File: config.mk
export PLATFORM = sky130hd
export DESIGN_NAME = udp_tx
export DESIGN_NICKNAME = d
export VERILOG_FILES = /design/src/rtl/udp_tx.sv
export SDC_FILE = /design/constraint.sdc
export NUM_CORES = 1
export LEC_CHECK = 0
export BUFFER_PORTS_ARGS = -buffer_cell sky130_fd_sc_hd__buf_2
export CAP_MARGIN = 40
export CELL_PAD_IN_SITES_DETAIL_PLACEMENT = 0
export CELL_PAD_IN_SITES_GLOBAL_PLACEMENT = 1
export CORE_UTILIZATION = 36
export CTS_BUF_LIST = sky130_fd_sc_hd__clkbuf_8 sky130_fd_sc_hd__clkbuf_16
export CTS_CLUSTER_SIZE = 12
export DETAILED_ROUTE_END_ITERATION = 7
export GPL_TIMING_DRIVEN = 0
export PLACE_DENSITY_LB_ADDON = 0.1
export SETUP_SLACK_MARGIN = 0.02
export SLEW_MARGIN = 20
export SYNTH_ARGS = -nofsm -noshare
export SYNTH_HDL_FRONTEND = slang
export SYNTH_SLANG_ARGS = --single-unit
File: constraint.sdc
create_clock -name i_clk -period 2.6 [get_ports i_clk]
set_clock_uncertainty 0.15 [all_clocks]
set_input_delay 0.26 -clock i_clk [delete_from_list [all_inputs] [get_ports i_clk]]
set_output_delay 0.26 -clock i_clk [all_outputs]
set_load 0.02 [all_outputs]
File: src/rtl/udp_tx.sv
// UDP transmit framer: prepends an 8-byte UDP header to a 64-bit user payload stream
// and hands the datagram to the IP layer with per-packet metadata on m_axis_ip_user.
module udp_tx #(
    parameter logic [15:0] P_SRC_UDP_PORT = 16'h8080,
    parameter logic [15:0] P_DST_UDP_PORT = 16'h8080
) (
    input  logic        i_clk,
    input  logic        i_rst,
    input  logic [15:0] i_dymanic_dst_port,
    input  logic        i_dymanic_dst_valid,
    input  logic [63:0] s_axis_user_data,
    input  logic [31:0] s_axis_user_user,
    input  logic [7:0]  s_axis_user_keep,
    input  logic        s_axis_user_last,
    input  logic        s_axis_user_valid,
    output logic        s_axis_user_ready,
    output logic [63:0] m_axis_ip_data,
    output logic [55:0] m_axis_ip_user,
    output logic [7:0]  m_axis_ip_keep,
    output logic        m_axis_ip_last,
    output logic        m_axis_ip_valid
);

    typedef enum logic [1:0] {
        S_IDLE = 2'd0,
        S_DATA = 2'd1,
        S_TAIL = 2'd2
    } state_t;

    localparam logic [2:0]  C_FLAGS  = 3'b010;
    localparam logic [7:0]  C_PROTO  = 8'd17;
    localparam logic [12:0] C_OFFSET = 13'd0;

    state_t      r_state;
    state_t      w_next;
    logic [15:0] r_dst_port;
    logic [15:0] r_pkt_id;
    logic [63:0] r_hold_data;
    logic [7:0]  r_hold_keep;
    logic [63:0] r_m_data;
    logic [55:0] r_m_user;
    logic [7:0]  r_m_keep;
    logic        r_m_last;
    logic        r_m_valid;

    logic        w_ready;
    logic        w_accept;
    logic [15:0] w_len_p8;

    assign w_ready  = (r_state != S_TAIL) && !i_rst;
    assign w_accept = s_axis_user_valid && w_ready;
    // Wraps modulo 2^16 by construction; the payload length is trusted as given.
    assign w_len_p8 = s_axis_user_user[15:0] + 16'd8;

    always_ff @(posedge i_clk) begin
        if (i_rst) r_state <= S_IDLE;
        else       r_state <= w_next;
    end

    always_comb begin
        w_next = r_state;
        case (r_state)
            S_IDLE: if (w_accept) w_next = s_axis_user_last ? S_TAIL : S_DATA;
            S_DATA: if (w_accept && s_axis_user_last) w_next = S_TAIL;
            S_TAIL: w_next = S_IDLE;
            default: w_next = S_IDLE;
        endcase
    end

    // The hold register delays the payload by one beat to make room for the header.
    always_ff @(posedge i_clk) begin
        if (i_rst) begin
            r_dst_port  <= P_DST_UDP_PORT;
            r_pkt_id    <= 16'd0;
            r_hold_data <= 64'd0;
            r_hold_keep <= 8'hff;
            r_m_data    <= 64'd0;
            r_m_user    <= 56'd0;
            r_m_keep    <= 8'hff;
            r_m_last    <= 1'b0;
            r_m_valid   <= 1'b0;
        end else begin
            if (i_dymanic_dst_valid) r_dst_port <= i_dymanic_dst_port;

            r_m_valid <= 1'b0;
            r_m_data  <= 64'd0;
            r_m_keep  <= 8'hff;
            r_m_last  <= 1'b0;

            case (r_state)
                S_IDLE: begin
                    if (w_accept) begin
                        r_m_valid   <= 1'b1;
                        r_m_data    <= {P_SRC_UDP_PORT, r_dst_port, w_len_p8, 16'h0000};
                        r_m_user    <= {w_len_p8, C_FLAGS, C_PROTO, C_OFFSET, r_pkt_id};
                        r_pkt_id    <= r_pkt_id + 16'd1;
                        r_hold_data <= s_axis_user_data;
                        r_hold_keep <= s_axis_user_keep;
                    end
                end
                S_DATA: begin
                    if (w_accept) begin
                        r_m_valid   <= 1'b1;
                        r_m_data    <= r_hold_data;
                        r_hold_data <= s_axis_user_data;
                        r_hold_keep <= s_axis_user_keep;
                    end
                end
                S_TAIL: begin
                    r_m_valid <= 1'b1;
                    r_m_data  <= r_hold_data;
                    r_m_keep  <= r_hold_keep;
                    r_m_last  <= 1'b1;
                end
                default: ;
            endcase
        end
    end

    assign s_axis_user_ready = w_ready;
    assign m_axis_ip_data    = r_m_data;
    assign m_axis_ip_user    = r_m_user;
    assign m_axis_ip_keep    = r_m_keep;
    assign m_axis_ip_last    = r_m_last;
    assign m_axis_ip_valid   = r_m_valid;

endmodule

[Word level (Yosys, flattened, before mapping)]
Cells that the tools add are included.
Storage, ports and cells
  output and inout bits: 131
  memory bits (writable): 0
  logic and storage cells: 38
  ROM bits: 0
  flip-flop bits (word level): 215
  memories kept: 0
  bits in latches: 0
Cells by class
  div/mod/pow operators: 0
  bitwise logic cells: 1
  equal/unequal tests: 5
  reduce and logical (&&, ||, !) cells: 10
  multipliers: 0
  multiplexer cells: 10
  shift-type cells: 0
  $add $sub $neg: 2
  order comparisons: 0
Operators with widths (count)
  64-bit one-hot mux with 3 select lines: 1
  64-bit 2-to-1 mux: 2
  16-bit by 1-bit adder with 16-bit output, second input constant: 1
  16-bit by 4-bit adder with 16-bit output, second input constant: 1
  2-bit 2-to-1 mux: 3
  2-bit != test, second input constant: 3
  2-bit AND reduction: 3
  2-bit one-hot mux with 2 select lines: 1
  2-bit OR reduction: 2
  1-bit logical AND: 3
  2-bit by 1-bit equality test with 1-bit output, second input constant: 1
  2-bit equality test, second input constant: 1
  2-bit logical NOT: 1
  1-bit 2-to-1 mux: 2
  1-bit one-hot mux with 2 select lines: 1
  1-bit logical NOT: 1
  1-bit NOT: 1

[Logic depth before layout (Yosys ltp)]
Gate-level depths: netlist (run 1).
  depth after elaboration: 6
  depth in mapped cells: 7
  gate-level depth less buffers: 5

[Worst setup path after synthesis (run 1)]
Ideal clock, no wire load.
  path type: flip-flop to flip-flop
  start point: reg r_state[1]
  end point: reg r_pkt_id[14]
  path buffers: 1
  arrival: 1748 ps
  setup time: 123 ps
  setup slack: 578 ps
  stages on the path, launching flop included: 6
  clock period less this slack: 2022 ps
  data required time: 2327 ps
  cells stage by stage: dfxtp_1 > buf_6 > or4b_4 > nor4_2 > and2b_1 > mux2_1
Between the ends
  cells in the longest elaborated chain, start to end: 4
Ends and longest elaborated chain
  start, declared: RTL line 34  | state_t r_state;
  start signal, assigned: RTL line 57  | else r_state <= w_next;
  2-bit != test: RTL line 50  | assign w_ready = (r_state != S_TAIL) && !i_rst;
  1-bit logical AND: RTL line 50
  1-bit logical AND: RTL line 51  | assign w_accept = s_axis_user_valid && w_ready;
  2-bit AND reduction (no line) *
  end signal, assigned: RTL line 96  | r_pkt_id <= r_pkt_id + 16'd1;
  end, declared: RTL line 37  | logic [15:0] r_pkt_id;
Every way passes the cells marked *; elsewhere a longest branch is shown, timed or not.
A chain may end at the register's enable or synchronous reset.

[Final worst setup path (run 1)]
  start point: in s_axis_user_valid
  end point: reg r_hold_data[21]
Between the ends
  cells in the longest elaborated chain, start to end: 2
Ends and longest elaborated chain
  start, declared: RTL line 15  | input logic s_axis_user_valid,
  1-bit logical AND: RTL line 51
  2-bit AND reduction (no line)
  end signal, assigned: RTL line 97  | r_hold_data <= s_axis_user_data;
  end signal, assigned: RTL line 105  | r_hold_data <= s_axis_user_data;
  end, declared: RTL line 38  | logic [63:0] r_hold_data;
No other way between the ends.

==> impl_metrics.env, run 1 <==
export IMPL_outcome="complete, no violations"
export IMPL_cts_sinks=213
export IMPL_min_period_ps=2400
export IMPL_grt_total_usage=0.202
export IMPL_rsz0062_at_grt="no"
export IMPL_use_met1=0.261
export IMPL_async_reset_ff_frac=0
export IMPL_clk_root_buffer_cell="clkbuf_16"
export IMPL_worstPathRequired_ps=2880
export IMPL_tns_ps=0
export IMPL_die_area_mm2=0.0213
export IMPL_crit_chain="dlygate4sd3_1 > buf_2 > nor3b_1 > buf_2 > buf_2 > clkbuf_1 > nand2_1 > o21ai_0"
export IMPL_critPathMaxStageDelay_ps=550
export IMPL_overflow=0
export IMPL_start_util=0.368
export IMPL_synth_compound_area_share=0.113
export IMPL_gp_congestion=0.771
export IMPL_syn2layout_area_growth_pct=44.4
export IMPL_crit_top_cell="buf_2"
export IMPL_ant_nets=0
export IMPL_relSlewSlack=0.562
export IMPL_grt_busiest_layer="met2"
export IMPL_yosys_top_cells_count="213 x dfxtp_1, 212 x nand2_1, 92 x nor2_1, 83 x o21ai_0, 46 x a21oi_1"
export IMPL_path_class="input port to flip-flop"
export IMPL_endpoint_kind="flip-flop"
export IMPL_cpLargestDelayFamily="buffers and inverters"
export IMPL_cts_htree_levels=1
export IMPL_period_share=0.923
export IMPL_grt_pass1_vias=6429
export IMPL_synthAdderAreaFrac=0.00336
export IMPL_hold_slack_ps=35.6
export IMPL_worstHoldPathType="input port to flip-flop"
export IMPL_tightestPinTransition_ps=657
export IMPL_seq_area_frac_synth=0.572
export IMPL_die_width_um=146
export IMPL_ys_types=41
export IMPL_drc=0
export IMPL_hold_viol_final=0
export IMPL_drive_above_1_share=0.242
export IMPL_synth_top_family_by_area="simple AND/OR/NAND/NOR gates"
export IMPL_r2r_end="r_hold_data[21]"
export IMPL_grt_max_degree=13
export IMPL_avgSynthCellArea_um2=8.70
export IMPL_cts_buffers=24
export IMPL_synth_edf_count=0
export IMPL_synth_seq_cells=213
export IMPL_crit_arrival_ps=2680
export IMPL_fillers=1970
export IMPL_synth_most_common_cell="dfxtp_1"
export IMPL_ys_flop_type="dfxtp_1"
export IMPL_fmax_mhz=417
export IMPL_met3_usage=0.0273
export IMPL_critPathLaunchType="input port"
export IMPL_grtUsageMet2=0.344
export IMPL_slowest_stage="dlygate4sd3_1"
export IMPL_vias=6828
export IMPL_critPathMaxFanout=10
export IMPL_grt_pass1_wl_um=34200
export IMPL_crit_buf_inv=5
export IMPL_multi_input_area_mm2=0.00282
export IMPL_fp_row_count=52
export IMPL_synth_area_leaders="dfxtp_1 57%, nand2_1 11%, o21ai_0 5.6%"
export IMPL_r2r_start="r_state[1]"
export IMPL_die_h_um=146
export IMPL_peakVddDrop_uv=462
export IMPL_place_hpwl_um=15400
export IMPL_core_area_mm2=0.0202
export IMPL_synth_cells=856
export IMPL_synth_simple_gate_area_share=0.206
export IMPL_leakage_nw=4.72
export IMPL_cts_tree="yes"
export IMPL_powerDensity_mw_per_mm2=697
export IMPL_drt_iter0_drc=255
export IMPL_setup_viol=0
export IMPL_r2r_cells=7
export IMPL_io_pins=256
export IMPL_clk_pin_slew_worst_paths_ps=60
export IMPL_final_net_count=1349
export IMPL_seq_area_mm2=0.00426
export IMPL_final_max_slew_viol_count=0
export IMPL_cts_max_path_buffers=3
export IMPL_yosys_area_top_type="dfxtp_1"
export IMPL_hold_path_depth=4
export IMPL_holdPathEnd="m_axis_ip_data[25]"
export IMPL_wirelength_um=22100
export IMPL_antenna_found_initial=0
export IMPL_worst_hold_startpoint="s_axis_user_user[9]"
export IMPL_portBuffers=217
export IMPL_insertion_delay_ps=510
export IMPL_syn_area_mm2=0.00745
export IMPL_synth_xor_area_frac=0.0200
export IMPL_viasPerCell=4.53
export IMPL_r2r_setup_slack_ps=230
export IMPL_routedWlPerCell_um=14.7
export IMPL_yosys_warnings=0
export IMPL_antenna_cells=0
export IMPL_firstDrtPassIters=4
export IMPL_synth_top_cell_area_share=0.572
export IMPL_synth_area_mux_share=0.0257
export IMPL_drv_cap=0
==> what timing repair did <==
action,in CTS,in global routing
buffers inserted,0,0
setup endpoints to repair,0,10
gates resized for setup,0,2
hold endpoints to repair,109,0
hold buffers,102,0
==> area by class of cell <==
type	instances	share of cell area
Buffer	78	0.0383
Clock buffer	30	0.0646
Sequential cell	213	0.397
Timing Repair Buffer	320	0.197
Clock inverter	12	0.00756
Inverter	7	0.00244
Multi-Input combinational cell	578	0.263
Tap cell	270	0.0314
==> cells by family (layout without fill, tap and decap cells) <==
group | after synthesis | in the layout
AND/OR/NAND/NOR | 364 | 364
XOR/XNOR | 17 | 17
adder cells (fa/ha/maj) | 2 | 2
AO/OA/AOI/OAI | 155 | 155
multiplexers | 19 | 19
buffers and inverters | 85 | 447
other | 1 | 21
flip-flops | 213 | 213
==> per-stage QoR <==
step	utilization	worst slack, ps	total power [W]	area [µm²]	std cells
floorplan	-	578	0.00391	7520	876
detailed placement	0.442	145	0.00418	8950	1363
global route	0.531	27.3	0.00781	10800	1508
CTS	0.531	111	0.00759	10700	1507
global placement	0.442	108	0.00418	8950	1363
finish	0.531	201	0.00750	10800	1508
==> how the worst max path moves through the flow <==
| stage | start | end | depth (start not counted) |
|---|---|---|---|
| floorplan | r_state[1] | r_pkt_id[14] | 5 |
| global placement | r_state[1] | r_hold_data[44] | 7 |
| detailed placement | r_state[1] | r_hold_data[44] | 7 |
| CTS | s_axis_user_valid | r_hold_data[44] | 8 |
| global route | s_axis_user_valid | r_hold_data[11] | 8 |
| finish | s_axis_user_valid | r_hold_data[21] | 8 |
==> cells in the final DEF, fill, tap and decap left out, types with 6 or more instances in the layout <==
cell type,count
dfxtp_1,213
a22oi_1,16
o21ai_0,83
a21oi_1,46
dlygate4sd3_1,102
nor4_1,6
clkbuf_1,37
mux2i_1,18
nand3_1,16
xor2_1,7
clkbuf_16,25
conb_1,21
inv_1,11
nand4_1,8
xnor2_1,10
buf_4,24
nor2_1,92
nand2_1,212
buf_2,227
nand2b_1,8
==> report_power, final <==
part	leakage [nW]	switching [W]	internal (W)
clock	0.404	0.00130	0.00197
sequential	1.74	0.0000603	0.00341
combinational	2.57	0.000427	0.000329
==> metal layers <==
metal | up-vias | wire (µm)
li1 | 3508 | -
met1 | 3098 | 9970
met4 | 0 | 585
met5 | - | 0
met3 | 43 | 976
met2 | 179 | 10600
==> worst min-delay path, delay by kind of cell <==
kind | cells | cell delay (ps)
simple gates | 1 | 70
compound gates | 2 | 220
buf+inv | 1 | 110
==> sequential cells by signal, indices dropped and copies added (netlist names) <==
| register | count |
|---|---|
| m_axis_ip_data | 64 |
| r_hold_data | 64 |
| m_axis_ip_user | 33 |
| r_dst_port | 16 |
| r_pkt_id | 16 |
| m_axis_ip_keep | 8 |
| r_hold_keep | 8 |
| r_state | 2 |
| m_axis_ip_last | 1 |
| m_axis_ip_valid | 1 |
No activity file was read; power rests on OpenSTA's default activity.
==> run 2: changes to the inputs <==
--- a/config.mk
+++ b/config.mk
@@ -14,6 +14,7 @@
 export CTS_CLUSTER_SIZE = 12
 export DETAILED_ROUTE_END_ITERATION = 7
 export GPL_TIMING_DRIVEN = 0
+export HOLD_SLACK_MARGIN = 0.12
 export PLACE_DENSITY_LB_ADDON = 0.1
 export SETUP_SLACK_MARGIN = 0.02
 export SLEW_MARGIN = 20
==> run 2 against run 1 <==
  * Final cell count is 0.53% higher
  * Worst hold slack better by 120 ps
  * Core utilization is 0.43 points higher
  * Non-clock buffer count is 8 higher
  * Sequential share of layout area is 0.32 points lower
  * Highest routed layer unchanged
  * Count of clock-buffer cells in the layout stayed put
  * Register-to-register slack hardly changed
  * Worst setup slack worse by 9.4 ps
  * Final area is 0.80% higher
  * Total power is 0.21% higher
==> impl_metrics.env, run 2 (synthesis gave the netlist of run 1 again) <==
export IMPL_viasPerCell=4.52
export IMPL_ant_nets=0
export IMPL_overflow=0
export IMPL_final_cell_mix="227 x buf_2, 213 x dfxtp_1, 212 x nand2_1, 110 x dlygate4sd3_1, 92 x nor2_1"
export IMPL_clock_power_share=0.436
export IMPL_path_class="input port to flip-flop"
export IMPL_relSlewSlack=0.539
export IMPL_final_max_slew_viol_count=0
export IMPL_holdPathEnd="m_axis_ip_user[52]"
export IMPL_worstHoldPathType="input port to flip-flop"
export IMPL_hold_path_depth=4
export IMPL_setup_viol=0
export IMPL_preCtsSetupSlack_ps=145
export IMPL_cts_setup_buffers=0
export IMPL_drive_above_1_share=0.242
export IMPL_syn2layout_area_growth_pct=45.5
export IMPL_critPathMaxFanout=10
export IMPL_layout_commonest_cell="buf_2"
export IMPL_start_util=0.368
export IMPL_grt_max_degree=13
export IMPL_r2r_start="r_state[1]"
export IMPL_drt_iter0_drc=271
export IMPL_outcome="complete, no violations"
export IMPL_period_share=0.926
export IMPL_cts_max_path_buffers=3
export IMPL_pwr_share_seq=0.462
export IMPL_peakVddDrop_uv=462
export IMPL_grt_pass1_wl_um=34400
export IMPL_gp_congestion=0.771
export IMPL_antenna_found_initial=0
export IMPL_p_int_w=0.00572
export IMPL_fmax_mhz=415
export IMPL_drc=0
export IMPL_combPwrFrac=0.102
export IMPL_die_area_mm2=0.0213
export IMPL_vias=6854
export IMPL_drv_cap=0
export IMPL_portBuffers=217
export IMPL_insertion_delay_ps=510
export IMPL_core_area_mm2=0.0202
export IMPL_r2r_setup_slack_ps=230
export IMPL_final_net_count=1357
export IMPL_critPathLaunchType="input port"
export IMPL_fp_row_count=52
export IMPL_switchingPower_w=0.00180
export IMPL_tns_ps=0
export IMPL_place_hpwl_um=15400
export IMPL_crit_arrival_ps=2650
export IMPL_leakage_nw=4.75
export IMPL_clk_root_buffer_cell="clkbuf_16"
export IMPL_worstPathRequired_ps=2850
export IMPL_cts_htree_levels=1
export IMPL_io_pins=256
export IMPL_cts_tree="yes"
export IMPL_grt_pass1_vias=6510
export IMPL_tightestPinTransition_ps=692
export IMPL_die_width_um=146
export IMPL_powerDensity_mw_per_mm2=693
export IMPL_die_h_um=146
export IMPL_antenna_cells=0
export IMPL_hold_viol_final=0
export IMPL_r2r_end="r_hold_data[21]"
export IMPL_routedWlPerCell_um=14.7
export IMPL_grt_total_usage=0.203
export IMPL_wirelength_um=22200
export IMPL_min_period_ps=2410
export IMPL_firstDrtPassIters=4
export IMPL_r2r_cells=7
export IMPL_cts_sinks=213
export IMPL_cts_buffers=24
export IMPL_rsz0062_at_grt="no"
export IMPL_clk_pin_slew_worst_paths_ps=60
export IMPL_setup_slack_ps=191
export IMPL_endpoint_kind="flip-flop"
export IMPL_worst_hold_startpoint="s_axis_user_user[12]"
export IMPL_hold_slack_ps=158
export IMPL_switching_share=0.239
run 2: worst max path at each step:
stage                              startpoint                  to  slack (ps)  depth (start not counted)
final                     s_axis_user_user[6]  m_axis_ip_data[31]         190                          8
after global routing        s_axis_user_valid     r_hold_data[11]          30                          8
after CTS                 s_axis_user_user[5]  m_axis_ip_data[31]         100                          8
after detailed placement           r_state[1]     r_hold_data[44]         140                          7
after global placement             r_state[1]     r_hold_data[44]         110                          7
after floorplan                    r_state[1]        r_pkt_id[14]         580                          5
run 2: power by group through the flow:
stage,Combinational (W),Sequential (W),Clock [W]
detailed placement,0.000638,0.00354,0
global route,0.000844,0.00349,0.00349
global placement,0.000634,0.00354,0
finish,0.000768,0.00347,0.00327
CTS,0.000772,0.00347,0.00336
floorplan,0.000330,0.00358,0
run 2: final cells by class:
type                       instances  area (µm²)
inverter                           7        26.3
fill                            1969        9390
timing repair buffer             328        2190
clock inverter                    12        81.3
buffer                            78         412
clock buffer                      30         694
tap                              270         338
multi-input combinational        578        2830
sequential                       213        4260
run 2: layer usage:
layer	vias up	wire, µm	GRT usage
met1	3106	10100	0.261
met2	182	10600	0.349
met4	0	585	0.0700
li1	3523	-	-
met5	-	0	0
met3	43	942	0.0273
run 2: repair_timing:
item / 4_1_cts / 5_1_grt
hold buffers: 110 / 0
gates resized for setup: 0 / 3
endpoints found under the hold margin: 122 / 0
endpoints found under the setup margin: 0 / 11
run 2: per-stage QoR:
stage                     utilization  instance area (µm²)  power [W]  cells
after global placement          0.442                 8950    0.00418   1363
after global routing            0.536                10800    0.00782   1516
after floorplan                     -                 7520    0.00391    876
final                           0.536                10800    0.00751   1516
after CTS                       0.535                10800    0.00760   1515
after detailed placement        0.442                 8950    0.00418   1363
run 2: worst max-delay path, stage by stage:
cell and delay [ps]:
dlygate4sd3_1 530, buf_2 140, nand4_1 140, clkbuf_1 240
nor4_2 430, mux2i_1 290, dlygate4sd3_1 580, nand2_1 40
